--- src/rtl/vc_arbiter_ctrl_if.sv ---
`default_nettype none
// ============================================================================
//  Module   : vc_arbiter_ctrl_if
//  Brief    : Bundle between the VC arbiter controller and its VC/D FIFOs.
//  Revision : 1.0
// ============================================================================
interface vc_arbiter_ctrl_if #(
  parameter int DATA_SIZE = 6
);
  logic                 init;
  logic [DATA_SIZE-1:0] umbral_af_in;
  logic [DATA_SIZE-1:0] umbral_ae_in;
  logic                 fifo_empty_vc0;
  logic                 fifo_empty_vc1;
  logic                 fifo_error_vc0;
  logic                 fifo_error_vc1;
  logic [DATA_SIZE-1:0] data_vc0;
  logic [DATA_SIZE-1:0] data_vc1;
  logic                 pause_d0;
  logic                 pause_d1;
  logic                 pop_vc0;
  logic                 pop_vc1;
  logic                 push_d0;
  logic                 push_d1;
  logic [DATA_SIZE-1:0] data_out;
  logic [DATA_SIZE-1:0] afVC_o;
  logic [DATA_SIZE-1:0] aeVC_o;
  logic [2:0]           state;
  logic                 idle;
  logic                 error_out;

  modport master (
    input  init, umbral_af_in, umbral_ae_in,
    input  fifo_empty_vc0, fifo_empty_vc1, fifo_error_vc0, fifo_error_vc1,
    input  data_vc0, data_vc1, pause_d0, pause_d1,
    output pop_vc0, pop_vc1, push_d0, push_d1, data_out,
    output afVC_o, aeVC_o, state, idle, error_out
  );

  modport slave (
    output init, umbral_af_in, umbral_ae_in,
    output fifo_empty_vc0, fifo_empty_vc1, fifo_error_vc0, fifo_error_vc1,
    output data_vc0, data_vc1, pause_d0, pause_d1,
    input  pop_vc0, pop_vc1, push_d0, push_d1, data_out,
    input  afVC_o, aeVC_o, state, idle, error_out
  );
endinterface
`default_nettype wire

--- src/rtl/vc_arbiter_ctrl.sv ---
`default_nettype none
// ============================================================================
//  Module   : vc_arbiter_ctrl
//  Brief    : Threshold init FSM plus VC0/VC1 pop arbiter with anti-starvation
//             and destination routing of popped words to D0/D1.
//  Revision : 1.0
// ============================================================================
module vc_arbiter_ctrl #(
  parameter int DATA_SIZE    = 6,
  parameter int DEST_BIT     = 4,
  parameter int STARVE_LIMIT = 4
) (
  input  wire logic         clk,
  input  wire logic         reset_L,
  vc_arbiter_ctrl_if.master ctrl_if
);

  localparam logic [2:0] c_ST_RESET  = 3'd0;
  localparam logic [2:0] c_ST_INIT   = 3'd1;
  localparam logic [2:0] c_ST_IDLE   = 3'd2;
  localparam logic [2:0] c_ST_ACTIVE = 3'd3;
  localparam logic [2:0] c_ST_ERROR  = 3'd4;
  localparam logic [2:0] c_STARVE_MAX = 3'(STARVE_LIMIT);

  logic [2:0]           state_q, state_d;
  logic [2:0]           starve_q, starve_d;
  logic                 inflight_q;
  logic                 src_vc1_q;
  logic                 push_d0_q, push_d1_q;
  logic [DATA_SIZE-1:0] data_out_q, af_q, ae_q;
  logic                 w_pop_vc0, w_pop_vc1;
  logic                 w_any_err;
  logic [DATA_SIZE-1:0] w_word;

  assign w_any_err = ctrl_if.fifo_error_vc0 | ctrl_if.fifo_error_vc1;
  assign w_word    = src_vc1_q ? ctrl_if.data_vc1 : ctrl_if.data_vc0;

  always_ff @(posedge clk or negedge reset_L) begin
    if (!reset_L) state_q <= c_ST_RESET;
    else          state_q <= state_d;
  end

  always_comb begin
    state_d = state_q;
    if (state_q == c_ST_RESET) begin
      state_d = c_ST_INIT;
    end else if (ctrl_if.init) begin
      state_d = c_ST_INIT;
    end else if (w_any_err) begin
      state_d = c_ST_ERROR;
    end else begin
      case (state_q)
        c_ST_INIT:   state_d = c_ST_IDLE;
        c_ST_IDLE:   if (!ctrl_if.fifo_empty_vc0 || !ctrl_if.fifo_empty_vc1)
                       state_d = c_ST_ACTIVE;
        // A word popped last cycle keeps us ACTIVE until it has been pushed.
        c_ST_ACTIVE: if (ctrl_if.fifo_empty_vc0 && ctrl_if.fifo_empty_vc1 && !inflight_q)
                       state_d = c_ST_IDLE;
        c_ST_ERROR:  state_d = c_ST_ERROR;
        default:     state_d = c_ST_RESET;
      endcase
    end
  end

  // Either pause blocks popping: the destination is unknown until the word arrives.
  always_comb begin
    w_pop_vc0 = 1'b0;
    w_pop_vc1 = 1'b0;
    if (state_q == c_ST_ACTIVE && !ctrl_if.pause_d0 && !ctrl_if.pause_d1) begin
      if (!ctrl_if.fifo_empty_vc1 && (ctrl_if.fifo_empty_vc0 || starve_q == c_STARVE_MAX))
        w_pop_vc1 = 1'b1;
      else if (!ctrl_if.fifo_empty_vc0)
        w_pop_vc0 = 1'b1;
    end
  end

  always_comb begin
    starve_d = starve_q;
    if (ctrl_if.fifo_empty_vc1 || w_pop_vc1)
      starve_d = 3'd0;
    else if (w_pop_vc0 && starve_q != c_STARVE_MAX)
      starve_d = starve_q + 3'd1;
  end

  always_ff @(posedge clk or negedge reset_L) begin
    if (!reset_L) begin
      starve_q   <= 3'd0;
      inflight_q <= 1'b0;
      src_vc1_q  <= 1'b0;
      push_d0_q  <= 1'b0;
      push_d1_q  <= 1'b0;
      data_out_q <= '0;
      af_q       <= '0;
      ae_q       <= '0;
    end else begin
      if (state_q == c_ST_INIT) begin
        af_q <= ctrl_if.umbral_af_in;
        ae_q <= ctrl_if.umbral_ae_in;
      end
      starve_q   <= starve_d;
      inflight_q <= w_pop_vc0 | w_pop_vc1;
      src_vc1_q  <= w_pop_vc1;
      // Push is independent of state so a word popped just before ERROR/INIT still lands.
      push_d0_q  <= inflight_q & ~w_word[DEST_BIT];
      push_d1_q  <= inflight_q &  w_word[DEST_BIT];
      if (inflight_q) data_out_q <= w_word;
    end
  end

  assign ctrl_if.pop_vc0   = w_pop_vc0;
  assign ctrl_if.pop_vc1   = w_pop_vc1;
  assign ctrl_if.push_d0   = push_d0_q;
  assign ctrl_if.push_d1   = push_d1_q;
  assign ctrl_if.data_out  = data_out_q;
  assign ctrl_if.afVC_o    = af_q;
  assign ctrl_if.aeVC_o    = ae_q;
  assign ctrl_if.state     = state_q;
  assign ctrl_if.idle      = (state_q == c_ST_IDLE);
  assign ctrl_if.error_out = (state_q == c_ST_ERROR);

endmodule
`default_nettype wire

--- src/flat_wrapper.sv ---
// flat-port wrapper written by rule: the top's interface ports become plain ports
module vc_arbiter_ctrl_flat 
#(
  parameter int DATA_SIZE    = 6,
  parameter int DEST_BIT     = 4,
  parameter int STARVE_LIMIT = 4
)
  (clk, reset_L, ctrl_if_init, ctrl_if_umbral_af_in, ctrl_if_umbral_ae_in, ctrl_if_fifo_empty_vc0, ctrl_if_fifo_empty_vc1, ctrl_if_fifo_error_vc0, ctrl_if_fifo_error_vc1, ctrl_if_data_vc0, ctrl_if_data_vc1, ctrl_if_pause_d0, ctrl_if_pause_d1, ctrl_if_pop_vc0, ctrl_if_pop_vc1, ctrl_if_push_d0, ctrl_if_push_d1, ctrl_if_data_out, ctrl_if_afVC_o, ctrl_if_aeVC_o, ctrl_if_state, ctrl_if_idle, ctrl_if_error_out);
  vc_arbiter_ctrl_if #(.DATA_SIZE(DATA_SIZE)) ctrl_if_i ();
  input  wire logic clk;
  input  wire logic reset_L;
  input wire logic [$bits(ctrl_if_i.init)-1:0] ctrl_if_init;
  input wire logic [$bits(ctrl_if_i.umbral_af_in)-1:0] ctrl_if_umbral_af_in;
  input wire logic [$bits(ctrl_if_i.umbral_ae_in)-1:0] ctrl_if_umbral_ae_in;
  input wire logic [$bits(ctrl_if_i.fifo_empty_vc0)-1:0] ctrl_if_fifo_empty_vc0;
  input wire logic [$bits(ctrl_if_i.fifo_empty_vc1)-1:0] ctrl_if_fifo_empty_vc1;
  input wire logic [$bits(ctrl_if_i.fifo_error_vc0)-1:0] ctrl_if_fifo_error_vc0;
  input wire logic [$bits(ctrl_if_i.fifo_error_vc1)-1:0] ctrl_if_fifo_error_vc1;
  input wire logic [$bits(ctrl_if_i.data_vc0)-1:0] ctrl_if_data_vc0;
  input wire logic [$bits(ctrl_if_i.data_vc1)-1:0] ctrl_if_data_vc1;
  input wire logic [$bits(ctrl_if_i.pause_d0)-1:0] ctrl_if_pause_d0;
  input wire logic [$bits(ctrl_if_i.pause_d1)-1:0] ctrl_if_pause_d1;
  output wire logic [$bits(ctrl_if_i.pop_vc0)-1:0] ctrl_if_pop_vc0;
  output wire logic [$bits(ctrl_if_i.pop_vc1)-1:0] ctrl_if_pop_vc1;
  output wire logic [$bits(ctrl_if_i.push_d0)-1:0] ctrl_if_push_d0;
  output wire logic [$bits(ctrl_if_i.push_d1)-1:0] ctrl_if_push_d1;
  output wire logic [$bits(ctrl_if_i.data_out)-1:0] ctrl_if_data_out;
  output wire logic [$bits(ctrl_if_i.afVC_o)-1:0] ctrl_if_afVC_o;
  output wire logic [$bits(ctrl_if_i.aeVC_o)-1:0] ctrl_if_aeVC_o;
  output wire logic [$bits(ctrl_if_i.state)-1:0] ctrl_if_state;
  output wire logic [$bits(ctrl_if_i.idle)-1:0] ctrl_if_idle;
  output wire logic [$bits(ctrl_if_i.error_out)-1:0] ctrl_if_error_out;
  assign ctrl_if_i.init = ctrl_if_init;
  assign ctrl_if_i.umbral_af_in = ctrl_if_umbral_af_in;
  assign ctrl_if_i.umbral_ae_in = ctrl_if_umbral_ae_in;
  assign ctrl_if_i.fifo_empty_vc0 = ctrl_if_fifo_empty_vc0;
  assign ctrl_if_i.fifo_empty_vc1 = ctrl_if_fifo_empty_vc1;
  assign ctrl_if_i.fifo_error_vc0 = ctrl_if_fifo_error_vc0;
  assign ctrl_if_i.fifo_error_vc1 = ctrl_if_fifo_error_vc1;
  assign ctrl_if_i.data_vc0 = ctrl_if_data_vc0;
  assign ctrl_if_i.data_vc1 = ctrl_if_data_vc1;
  assign ctrl_if_i.pause_d0 = ctrl_if_pause_d0;
  assign ctrl_if_i.pause_d1 = ctrl_if_pause_d1;
  assign ctrl_if_pop_vc0 = ctrl_if_i.pop_vc0;
  assign ctrl_if_pop_vc1 = ctrl_if_i.pop_vc1;
  assign ctrl_if_push_d0 = ctrl_if_i.push_d0;
  assign ctrl_if_push_d1 = ctrl_if_i.push_d1;
  assign ctrl_if_data_out = ctrl_if_i.data_out;
  assign ctrl_if_afVC_o = ctrl_if_i.afVC_o;
  assign ctrl_if_aeVC_o = ctrl_if_i.aeVC_o;
  assign ctrl_if_state = ctrl_if_i.state;
  assign ctrl_if_idle = ctrl_if_i.idle;
  assign ctrl_if_error_out = ctrl_if_i.error_out;
  vc_arbiter_ctrl #(.DATA_SIZE(DATA_SIZE), .DEST_BIT(DEST_BIT), .STARVE_LIMIT(STARVE_LIMIT)) u_core (.clk(clk), .reset_L(reset_L), .ctrl_if(ctrl_if_i));
endmodule
--- config.mk ---
export PLATFORM = sky130hd
export DESIGN_NAME = vc_arbiter_ctrl_flat
export DESIGN_NICKNAME = d
export VERILOG_FILES = /design/src/rtl/vc_arbiter_ctrl_if.sv /design/src/rtl/vc_arbiter_ctrl.sv /design/src/flat_wrapper.sv
export SDC_FILE = /design/constraint.sdc
export NUM_CORES = 1
export LEC_CHECK = 0
export BUFFER_PORTS_ARGS = -buffer_cell sky130_fd_sc_hd__buf_2
export CAP_MARGIN = 20
export CORE_ASPECT_RATIO = 0.5
export CORE_MARGIN = 10
export CORE_UTILIZATION = 39
export DETAILED_ROUTE_END_ITERATION = 7
export PLACE_DENSITY_LB_ADDON = 0.15
export SKIP_LAST_GASP = 1
export SLEW_MARGIN = 20
export SYNTH_ARGS = -nofsm -noshare
export SYNTH_HDL_FRONTEND = slang
export SYNTH_SLANG_ARGS = --single-unit
--- constraint.sdc ---
create_clock -name clk -period 2.4 [get_ports clk]
set_clock_uncertainty 0.15 [all_clocks]
set_input_delay 0.24 -clock clk [delete_from_list [all_inputs] [get_ports clk]]
set_output_delay 0.24 -clock clk [all_outputs]
set_load 0.05 [all_outputs]
# After elaboration in Yosys (flattened, before gate mapping)
# Index checks and enable logic that the tools add are counted.
[totals]
wordCells = 54
in_bits = 33
out_inout_bits = 27
register_bits = 28
[classes]
eq_ne = 8
addsub = 1
n_reduce_logical = 17
n_mux = 14
bitwise_logic = 5
[ops]
columns = ["operator", "count"]
rows = [
  ["3-bit 2-to-1 mux", 7],
  ["3-bit one-hot mux with 4 select lines", 1],
  ["5-bit by 2-bit inequality test with 1-bit output, second input constant", 2],
  ["3-bit by 2-bit equality test with 1-bit output, second input constant", 2],
  ["3-bit equality test, second input constant", 2],
  ["1-bit logical AND", 6],
  ["6-bit 2-to-1 mux", 1],
  ["1-bit logical NOT", 5],
  ["1-bit 2-to-1 mux", 5],
  ["3-bit by 1-bit adder with 3-bit output, second input constant", 1],
  ["3-bit by 1-bit equality test with 1-bit output, second input constant", 1],
  ["3-bit logical NOT", 1],
  ["1-bit logical OR", 3],
  ["3-bit inequality test, second input constant", 1],
  ["1-bit bitwise AND", 2],
  ["1-bit OR", 2],
  ["2-bit AND reduction", 1],
  ["2-bit nonzero test", 1],
  ["1-bit NOT", 1],
]

# Longest topological paths before layout
[logic_depth]
depth_word = 8
ltp_mapped = 5

# Worst setup path before layout
# No wires, ideal clock.
[synth_timing]
kind = "register to register"
startpoint = "reg u_core.state_q[1] (netlist: u_core.ctrl_if.state[1])"
endpoint = "reg u_core.src_vc1_q"
stages_incl_launch_ff = 4
required_ps = 2005
period_less_slack_ps = 2698
slack_ps = -298
path_buffers = 0
t_arrival_ps = 2303
cell_sequence = "dfrtp_1 nor4b_4 nand2_2 nor3_1"
[synth_via]
elab_chain_cells = 4
[synth_lines]
columns = ["item", "line_no", "text"]
rows = [
  ["start: declaration", "vc_arbiter_ctrl.sv:25", "logic [2:0] state_q, state_d;"],
  ["start signal: assignment", "vc_arbiter_ctrl.sv:39", "if (!reset_L) state_q <= c_ST_RESET;"],
  ["start signal: assignment", "vc_arbiter_ctrl.sv:40", "else state_q <= state_d;"],
  ["3-bit by 2-bit equality test with 1-bit output", "vc_arbiter_ctrl.sv:69", "if (state_q == c_ST_ACTIVE && !ctrl_if.pause_d0 && !ctrl_if.pause_d1) begin"],
  ["1-bit logical AND (2 in series)", "vc_arbiter_ctrl.sv:69", ""],
  ["1-bit 2-to-1 mux", "vc_arbiter_ctrl.sv:69", ""],
  ["via ctrl_if_pop_vc1", "flat_wrapper.sv:24", "output wire logic [$bits(ctrl_if_i.pop_vc1)-1:0] ctrl_if_pop_vc1;"],
  ["end signal: assignment", "vc_arbiter_ctrl.sv:102", "src_vc1_q <= w_pop_vc1;"],
  ["end: declaration", "vc_arbiter_ctrl.sv:28", "logic src_vc1_q;"],
]
# The timed path passes the listed nets, and every way through them passes these cells.
# A chain may end at the register's enable or synchronous reset.

# Worst setup path in the final report
[layout_timing]
startpoint = "reg u_core.state_q[2] (netlist: u_core.ctrl_if.state[2])"
endpoint = "out ctrl_if_pop_vc1"
[layout_via]
elab_chain_cells = 4
[layout_lines]
columns = ["item", "line_no"]
rows = [
  ["3-bit by 2-bit equality test with 1-bit output", "vc_arbiter_ctrl.sv:69"],
  ["1-bit logical AND (2 in series)", "vc_arbiter_ctrl.sv:69"],
  ["1-bit 2-to-1 mux", "vc_arbiter_ctrl.sv:69"],
  ["end: declaration", "flat_wrapper.sv:24"],
]
# Every way passes these cells.

==> flow_summary.toml <==
[sta]
layout_worst_path_cycle_share_pct = 87.5
timing.final.max_slew_violations = 0
period_needed_ns = 2.10
hold_ws_ns = 0.0476
final.setup.tns_ns = 0
max_slew_margin_vs_limit_pct = 60.3
setup_viol_count_final = 0
timing_worst_slew_pin_value_ns = 0.596
max_freq_mhz = 476
finalHoldViolCount = 0
rsz_0062_raised_after_global_routing = "false"

[route]
dr_total_vias = 924
first_iter_violations = 16
detail-route-antenna-nets = 0
drt-wirelength-per-cell_microns = 13.6
routed_wirelength_mm = 2.72
drt_pass1_iterations = 4
drt_drc_violations_left = 0
post_drt_via_cell_ratio = 4.62

[yosys]
xor_and_xnor_fraction_of_the_mapped_netlist_area_pct = 0
synth-adder-area-share_pct = 2.10
postSynthRegisterBits = 28
top_post_synthesis_cells_by_area = "dfrtp_1 59%, mux2_2 11%, mux2i_1 5.0%"
post_synth_and_or_nand_nor_area_fraction_pct = 13.4
synth_seq_area_share_pct = 58.8
yosys.area.top_type = "dfrtp_1"
post_synthesis_cell_area_sq_mm = 0.00119
post_synth_num_cell_types = 22
combinational_family_with_the_most_area_after_synthesis = "multiplexers"
compound_gate_portion_of_the_synthesized_area_pct = 6.93
synth-warning-count = 0
gate_count_of_the_mapped_netlist = 98
syn-mean-instance-area_sq_um = 12.2
share_of_synthesized_area_spent_on_multiplexers_pct = 16.4
syn-num-nets = 133
fraction_of_synthesized_cell_area_taken_by_the_top_area_cell_type_pct = 58.8

[setup_path]
endpoint_kind = "primary output"
r2r-start = "u_core.ctrl_if.state[2]"
timing.critical_path.arrival_ns = 1.71
critical_path.startpoint_type = "register"
timing.critical_path.cells = "nor4b_4 > nand2_2 > nor3_2 > buf_2"
worst-setup-path-type = "register to primary output"
critical_path.max_fanout = 8
regToRegSetupSlack_ns = 0.56
critical_path.reg2reg.endpoint = "u_core.starve_q[2]"
crit_path_max_incr_delay_ns = 0.48
cp_data_required_time_ns = 2.01
slowest_stage = "dfrtp_1"
worst_r2r_path_depth = 4

[cells_and_area]
multi_input_area_sq_um = 478
layout.cell_area.non_filler_sq_mm = 0.00163
post_route_cells_drive_above_1_share_pct = 51.2
layout.area.seq_sq_um = 701
area_growth_pct = 37.0
design.final.nets = 196
num_antenna_cells = 0
final.fill_count = 273

[cts]
cts_tree = "built"
clkLatencyLatePin_ns = 0.27
cts-resized-gates = 0
cts.reportedPaths.clkPinSlew_ns = 0.09
cts_root_buf = "clkbuf_8"
cts.hold.buffers_added = 2
clock_tree.htree_level_count = 1
cts_post_setup_buffers_inserted = 0
cts_made_buffers = 3
cts_sinks = 28
max-clock-path-buffers = 2

[grt]
grt_first_pass_wirelength_mm = 4.46
globalRoute.totalOverflow = 0
gr-usage-all-layers_pct = 9.21
number_of_antenna_violations_at_the_first_check_in_global_routing = 0
grt_max_degree = 29
first_global_vias = 961

[min_path]
worstHoldPathCells = 2
worstHoldStart = "ctrl_if_umbral_af_in[5]"
min_delay_worst_endpoint = "u_core.ctrl_if.afVC_o[5]"
hold_path_class = "input port to register"

[place]
hpwlAfterDp_mm = 2.21
finalWeightedCongestion = 0.782
numPortBuffers = 59
placement.cell_area_sq_mm = 0.00154

[power]
static-leakage-power_nw = 0.770
power_density_mw_per_mm2 = 809
max-vdd-ir-drop_uv = 374

[status]
run_status = "complete, no violations"

[die]
num_io_pins = 60
floorplan.rows = 14
initial_utilization_pct = 40.3
core_sq_mm = 0.00296
die_w_microns = 98.2
die_area_sq_mm = 0.00580
fp.dieH_microns = 59.1

[flow_run]
max_cap_viol = 0
[synthesized netlist by cell type, drive strengths merged]
cell type  instances
nor2b              1
o311a              1
dfrtp             28
nor4b              1
nor2              10
nor3               4
mux2i              6
buf                2
clkbuf             2
mux2              12
nor3b              2
nand4              2
a31oi              1
o21ai              3
a21oi             10
nand2              4
or4b               1
nand3              1
inv                3
ha                 2
and2               2
[how the worst max path moves through the flow]
stage | start | to | slack, ns | cells past startpoint
2_1_floorplan | u_core.ctrl_if.state[0] | ctrl_if_idle | 0.05 | 2
3_3_place_gp | u_core.ctrl_if.state[2] | u_core.starve_q[2] | 0.61 | 4
3_5_place_dp | u_core.ctrl_if.state[2] | u_core.starve_q[2] | 0.57 | 4
4_1_cts | u_core.ctrl_if.state[2] | ctrl_if_pop_vc1 | 0.28 | 4
5_1_grt | u_core.starve_q[0] | ctrl_if_pop_vc0 | 0.11 | 6
6_report | u_core.ctrl_if.state[2] | ctrl_if_pop_vc1 | 0.30 | 4
[sequential cells by signal (all words and copies together) (netlist names)]
register and cells:
u_core.starve_q 3, u_core.ctrl_if.push_d1 1, u_core.ctrl_if.afVC_o 6, u_core.inflight_q 1, u_core.ctrl_if.push_d0 1, u_core.src_vc1_q 1
u_core.ctrl_if.data_out 6, u_core.ctrl_if.state 3, u_core.ctrl_if.aeVC_o 6
[layout by cell type, fill, tap and decap left out, drive strengths merged]
master,instances
dfrtp,28
bufinv,1
mux2,12
and2,2
nand3,1
nand2,4
nor2,10
o311a,1
mux2i,6
nor3,4
nor2b,1
o21ai,3
nor4b,1
dlygate4sd3,2
a21oi,10
nor3b,2
a31oi,1
buf,60
ha,2
nand4,2
or4b,1
inv,3
clkbuf,3
[cell families after synthesis]
logic type	count (synthesis)
mux	18
buf+inv	7
compound gates	15
simple gates	28
fa+ha+maj	2
flops	28
[through the flow]
step / instances / utilization [%] / setup slack, ns / power (mW)
finish: 200 / 55.2 / 0.301 / 1.32
CTS: 200 / 55.2 / 0.282 / 1.35
floorplan: 98 / - / 0.0461 / 0.856
detailed placement: 194 / 52.1 / 0.566 / 0.977
global route: 200 / 55.2 / 0.112 / 1.39
global placement: 194 / 52.1 / 0.606 / 0.973
[cell type report]
type	count	area share, %
inverters	3	0.689
multi-input cells	63	29.2
flip-flops and latches	28	42.9
clock buffers	3	2.53
well taps	40	3.06
repair buffers	62	19.8
clock inverters	1	1.84
[where the power goes]
group	switching [mW]	internal [mW]	leakage, nW	total, mW
Combinational	0.289	0.114	0.403	0.403
Sequential	0.0314	0.528	0.331	0.559
Clock	0.136	0.223	0.0357	0.359
Total	0.456	0.865	0.770	1.32
[layer usage]
metal	part of all wire (%)	track usage, %	vias up
met4	0.92	2.64	0
li1	-	-	472
met2	49	16.3	27
met1	40	9.54	423
met5	0	0	-
met3	9.7	4.89	2
[worst max-delay path: cells and delay by family, from the launching register on]
| kind | cells | cell delay [ns] |
|---|---|---|
| flops | 1 | 0.48 |
| simple gates | 3 | 0.66 |
| buf+inv | 1 | 0.29 |
(Power assumes the default switching activity.)
